File: src/rtl/ir_scan_scheduler.sv
// ============================================================================
// Module   : ir_scan_scheduler
// Brief    : Round-robin IR reflectance scan with per-sensor majority flag,
//            white-to-black crossing counters and a req/ack count clear.
// Revision : 1.0
// ============================================================================
`default_nettype none

module ir_scan_scheduler #(
    parameter int NUM_SENS   = 4,
    parameter int SETTLE     = 100,
    parameter int SAMPLE_LEN = 64
) (
    input  logic                  clock,
    input  logic                  reset,
    input  logic                  run,
    input  logic                  inSignal,
    output logic [NUM_SENS-1:0]   emit_en,
    output logic [NUM_SENS-1:0]   black,
    output logic [8*NUM_SENS-1:0] conteo,
    output logic                  scan_done,
    input  logic                  clr_req,
    output logic                  clr_ack
);

    localparam int TMAX = (SETTLE > SAMPLE_LEN) ? SETTLE : SAMPLE_LEN;
    localparam int TW   = $clog2(TMAX + 1);
    localparam int IW   = $clog2(NUM_SENS);
    localparam int HW   = $clog2(SAMPLE_LEN + 1);

    localparam logic [TW-1:0] SETTLE_LAST = TW'(SETTLE - 1);
    localparam logic [TW-1:0] SAMPLE_LAST = TW'(SAMPLE_LEN - 1);
    localparam logic [HW-1:0] HALF        = HW'(SAMPLE_LEN / 2);
    localparam logic [IW-1:0] IDX_LAST    = IW'(NUM_SENS - 1);

    typedef enum logic [1:0] {
        S_IDLE   = 2'd0,
        S_SETTLE = 2'd1,
        S_SAMPLE = 2'd2,
        S_UPDATE = 2'd3
    } state_t;

    state_t               state_q, state_d;
    logic [TW-1:0]        timer_q, timer_d;
    logic [HW-1:0]        hits_q,  hits_d;
    logic [IW-1:0]        idx_q,   idx_d;
    logic [NUM_SENS-1:0]  black_q, black_d;
    logic [7:0]           cnt_q [NUM_SENS];
    logic [7:0]           cnt_d [NUM_SENS];
    logic                 ack_q,   ack_d;
    logic                 new_black;
    logic                 clearing;

    assign new_black = (hits_q > HALF);
    assign clearing  = clr_req && !ack_q;

    always_ff @(posedge clock or negedge reset) begin
        if (!reset) begin
            state_q <= S_IDLE;
            timer_q <= '0;
            hits_q  <= '0;
            idx_q   <= '0;
            black_q <= '0;
            ack_q   <= 1'b0;
            for (int i = 0; i < NUM_SENS; i++) begin
                cnt_q[i] <= 8'd0;
            end
        end else begin
            state_q <= state_d;
            timer_q <= timer_d;
            hits_q  <= hits_d;
            idx_q   <= idx_d;
            black_q <= black_d;
            ack_q   <= ack_d;
            for (int i = 0; i < NUM_SENS; i++) begin
                cnt_q[i] <= cnt_d[i];
            end
        end
    end

    always_comb begin
        state_d   = state_q;
        timer_d   = timer_q;
        hits_d    = hits_q;
        idx_d     = idx_q;
        black_d   = black_q;
        emit_en   = '0;
        scan_done = 1'b0;
        for (int i = 0; i < NUM_SENS; i++) begin
            cnt_d[i] = cnt_q[i];
        end

        case (state_q)
            S_IDLE: begin
                timer_d = '0;
                if (run) begin
                    state_d = S_SETTLE;
                end
            end
            S_SETTLE: begin
                emit_en[idx_q] = 1'b1;
                if (timer_q == SETTLE_LAST) begin
                    state_d = S_SAMPLE;
                    timer_d = '0;
                    hits_d  = '0;
                end else begin
                    timer_d = timer_q + TW'(1);
                end
            end
            S_SAMPLE: begin
                emit_en[idx_q] = 1'b1;
                hits_d = hits_q + HW'(inSignal);
                if (timer_q == SAMPLE_LAST) begin
                    state_d = S_UPDATE;
                    timer_d = '0;
                end else begin
                    timer_d = timer_q + TW'(1);
                end
            end
            S_UPDATE: begin
                black_d[idx_q] = new_black;
                // Only a white-to-black transition counts as a crossing.
                if (!black_q[idx_q] && new_black) begin
                    cnt_d[idx_q] = cnt_q[idx_q] + 8'd1;
                end
                if (idx_q == IDX_LAST) begin
                    idx_d     = '0;
                    scan_done = 1'b1;
                end else begin
                    idx_d = idx_q + IW'(1);
                end
                state_d = run ? S_SETTLE : S_IDLE;
            end
            default: state_d = S_IDLE;
        endcase

        // A clear overrides any increment landing on the same edge.
        if (clearing) begin
            for (int i = 0; i < NUM_SENS; i++) begin
                cnt_d[i] = 8'd0;
            end
        end
    end

    always_comb begin
        ack_d = ack_q;
        if (clearing) begin
            ack_d = 1'b1;
        end else if (!clr_req) begin
            ack_d = 1'b0;
        end
    end

    generate
        for (genvar g = 0; g < NUM_SENS; g++) begin : g_pack
            assign conteo[8*g +: 8] = cnt_q[g];
        end
    endgenerate

    assign black   = black_q;
    assign clr_ack = ack_q;

endmodule

`default_nettype wire

File: config.mk
export PLATFORM = sky130hd
export DESIGN_NAME = ir_scan_scheduler
export DESIGN_NICKNAME = d
export VERILOG_FILES = /design/src/rtl/ir_scan_scheduler.sv
export SDC_FILE = /design/constraint.sdc
export NUM_CORES = 1
export LEC_CHECK = 0
export CAP_MARGIN = 20
export CELL_PAD_IN_SITES_DETAIL_PLACEMENT = 1
export CELL_PAD_IN_SITES_GLOBAL_PLACEMENT = 2
export CORE_MARGIN = 3
export CORE_UTILIZATION = 37
export DETAILED_ROUTE_END_ITERATION = 16
export PLACE_DENSITY = 0.92
export SYNTH_ARGS = -nofsm -noshare
export SYNTH_HDL_FRONTEND = slang
export SYNTH_SLANG_ARGS = --single-unit
export TNS_END_PERCENT = 5
File: constraint.sdc
create_clock -name clock -period 3.2 [get_ports clock]
set_input_delay 0.48 -clock clock [delete_from_list [all_inputs] [get_ports clock]]
set_output_delay 0.48 -clock clock [all_outputs]
set_load 0.02 [all_outputs]
==> metrics <==
final wirelength=7.872 mm; Layout area overhead=22.18%; slowest CP cell=clkdlybuf4s50_1; gp weighted congestion=between 0.8 and 0.9; Post-synth EDFFs=0; Skew-Pair Late Insertion Delay=0.32 ns; Die Y=95.56 um; num ports=between 40 and 50; CTS Buf Count=5; Leak=1.500 nW; post-cts resize count=0; Slew @ Worst Pin=~0.94 ns; Core ar.=7767 um2; unrepaired setup endpoints after global routing=false; final routed DRC violation total=0; # hold bufs at CTS=0; Synth cell types=49; crit path DAT=~2.2 ns; initial antenna violation count=0; detailed-placement wirelength estimate=5.863 mm; worst ir drop on vdd=0.2307 mV; crit-path max cell delay=approximately 0.60 ns; share of cells above drive strength 1=0.1064; root buffer cell=clkbuf_8; ANT nets after route=0; min cycle time layout=2.695 ns; crit path from=idx_q[1]; WP data required=2.72 ns; DR iter-0 viols=between 80 and 90; nets@finish=347; synthesized cell area=between 2000 and 3000 um2; pin count of the biggest net entering global routing=29; commonest non-fill, non-tap cells in the layout=dfrtp_1, nand2_1, clkdlybuf4s50_1; Longest Clk Path Bufs=2; DP Worst Slack=0.7823 ns; Final Hold Viols=0; Synth Warn #=0; drt pass-1 iters=4; TritonCTS clock tree=yes; vias in the first global route=2524; grt ovf=0; Starting Density=0.3821; CP endpoint kind=output port; Die Wd=approximately 96 um; Yosys reg bits=55; Avg WL per Cell=18.26 um; fin. max-slew vios=0; most common cell after layout, fill and taps aside=dfrtp_1; H-tree depth=2; layout filler cell count=just under 900; FF-to-FF Start=state_q[0]; Fmax=about 370 MHz; final setup violation count=0; Worst Slack Setup Final=0.5047 ns; top_reg_cell synth=dfrtp_1; Final Cycle Share=0.8423; TritonCTS Sinks=55; total negative slack=0 ns; DR vias=2368; Async SR Flop Fraction=1.000; Seq/Total Area, Yosys=0.4637; Die ar.=9132 um2; Max-Cap Viols=0; crit path kind=flip-flop to output port; Post-CTS Setup Bufs=0; r2r setup slk=0.79 ns; HP Class=input pin to async pin; Ant. Diodes=0; row count=32; PD cells=328.2 nW/um2; Buffers on Ports=46; critical path cell sequence=inv_1 -> ha_1 -> and2_1 -> clkdlybuf4s50_1; Max FO, Critical Path=12; Max Clock Skew=~0.015 ns; syn_area_per_cell=10.49 um2; RR Endpoint=timer_q[6]; All-Layer GR Usage=0.1858; crit start category=flip-flop; cell count after synthesis=283; first-pass GRT wire length=around 13 mm; Max-slew headroom=0.3694; clk slew on worst S/H paths=0.11 ns; Core Util, Final=0.4668; cells on worst reg2reg path=6; status=completed; Vias per Instance=5.494; Post-Syn Nets=301
## stage by stage
stage / cell area [um2] / power [mW] / hold slack (ns) / instances
3_3_place_gp: 3520 / 0.7438 / 0.4930 / 424
5_1_grt: 3626 / 1.235 / 0.2297 / 431
3_5_place_dp: 3520 / 0.7443 / 0.5042 / 424
6_report: 3626 / 1.190 / 0.1780 / 431
4_1_cts: 3626 / 1.205 / 0.2237 / 431
2_1_floorplan: 2968 / 0.7175 / 0.1844 / 283
## per-layer routing
metal / track usage / wire, um
met4: 0.05332 / 126
met3: 0.02999 / 196
met1: 0.2398 / 3433
met2: 0.3202 / 4115
met5: 0 / 0
## power by group
group / internal [mW] / switching, mW / total, mW
Combinational: 0.00752 / 0.0256 / 0.0331
Clock: 0.229 / 0.232 / 0.462
Sequential: 0.695 / 0.000470 / 0.696
Total: 0.932 / 0.258 / 1.19
## sequential cells by signal (all words and copies together), names as in the netlist
| name | count |
|---|---|
| state_q | 2 |
| timer_q | 7 |
| conteo | 32 |
| black | 4 |
| clr_ack | 1 |
| hits_q | 7 |
| idx_q | 2 |
## cell type report
class,count,area (um2),share of cell area
multi-input cells,209,1508,0.4158
flip-flops and latches,55,1376,0.3796
clock buffers,5,68.82,0.01898
inverters,10,37.54,0.01035
repair buffers,48,470.5,0.1297
well taps,102,127.6,0.03520
clock inverters,2,37.54,0.01035
## cells by family (layout without fill, tap and decap cells)
kind of cell               after synthesis  count (layout)  share of synthesized area
and+or+nand+nor                        100             100                     0.1661
AOI/OAI and AO/OA                       70              70                     0.1568
DFF                                     55              55                     0.4637
buffers and inverters                   19              65                    0.02825
muxes                                   18              18                     0.1067
adders and majority gates               13              13                    0.05481
xor gates and xnor gates                 8               8                    0.02361
## worst max-delay path by stage
stage               cells after the start    endpoint  slack [ns]
global placement                        3  emit_en[2]        0.90
detailed placement                      6  timer_q[6]        0.78
finish                                  4  emit_en[0]        0.50
global route                            4  emit_en[0]        0.39
floorplan                               7  conteo[30]        1.19
CTS                                     4  emit_en[0]        0.49
## cells in the mapped netlist (2+ instances only)
| cell type | count | area [um2] |
|---|---|---|
| inv_1 | 10 | 37.54 |
| o32ai_1 | 2 | 17.52 |
| mux2_2 | 7 | 78.83 |
| a32o_1 | 3 | 30.03 |
| nor3_1 | 3 | 15.01 |
| ha_1 | 13 | 162.7 |
| a32o_2 | 3 | 33.78 |
| nor2b_1 | 3 | 18.77 |
| mux4_2 | 5 | 112.6 |
| mux4_1 | 4 | 105.1 |
| xnor2_1 | 4 | 35.03 |
| clkbuf_1 | 6 | 22.52 |
| dfrtp_1 | 55 | 1376 |
| xor2_1 | 4 | 35.03 |
| and3_1 | 2 | 12.51 |
| nand3_1 | 9 | 45.04 |
| o21ai_0 | 14 | 70.07 |
| o22ai_1 | 4 | 25.02 |
| and2_1 | 4 | 25.02 |
| nand2_2 | 3 | 18.77 |
| nand2_1 | 48 | 180.2 |
| mux2i_1 | 2 | 20.02 |
| a31oi_1 | 4 | 25.02 |
| a32oi_1 | 2 | 17.52 |
| or3_1 | 2 | 12.51 |
| nand2b_1 | 7 | 43.79 |
| nor2_1 | 11 | 41.29 |
| a22o_1 | 2 | 17.52 |
| o21ai_1 | 18 | 90.09 |
| nor4_2 | 2 | 25.02 |
| a21oi_1 | 8 | 40.04 |
| a21o_1 | 2 | 15.01 |
## critical path: cells and delay by family, from the launching register on
kind                       cells  cell delay, ns
and+or+nand+nor                1            0.18
adders and majority gates      1            0.34
buffers and inverters          2            0.79
DFF                            1            0.59
Power figures use the tool's default switching activity.
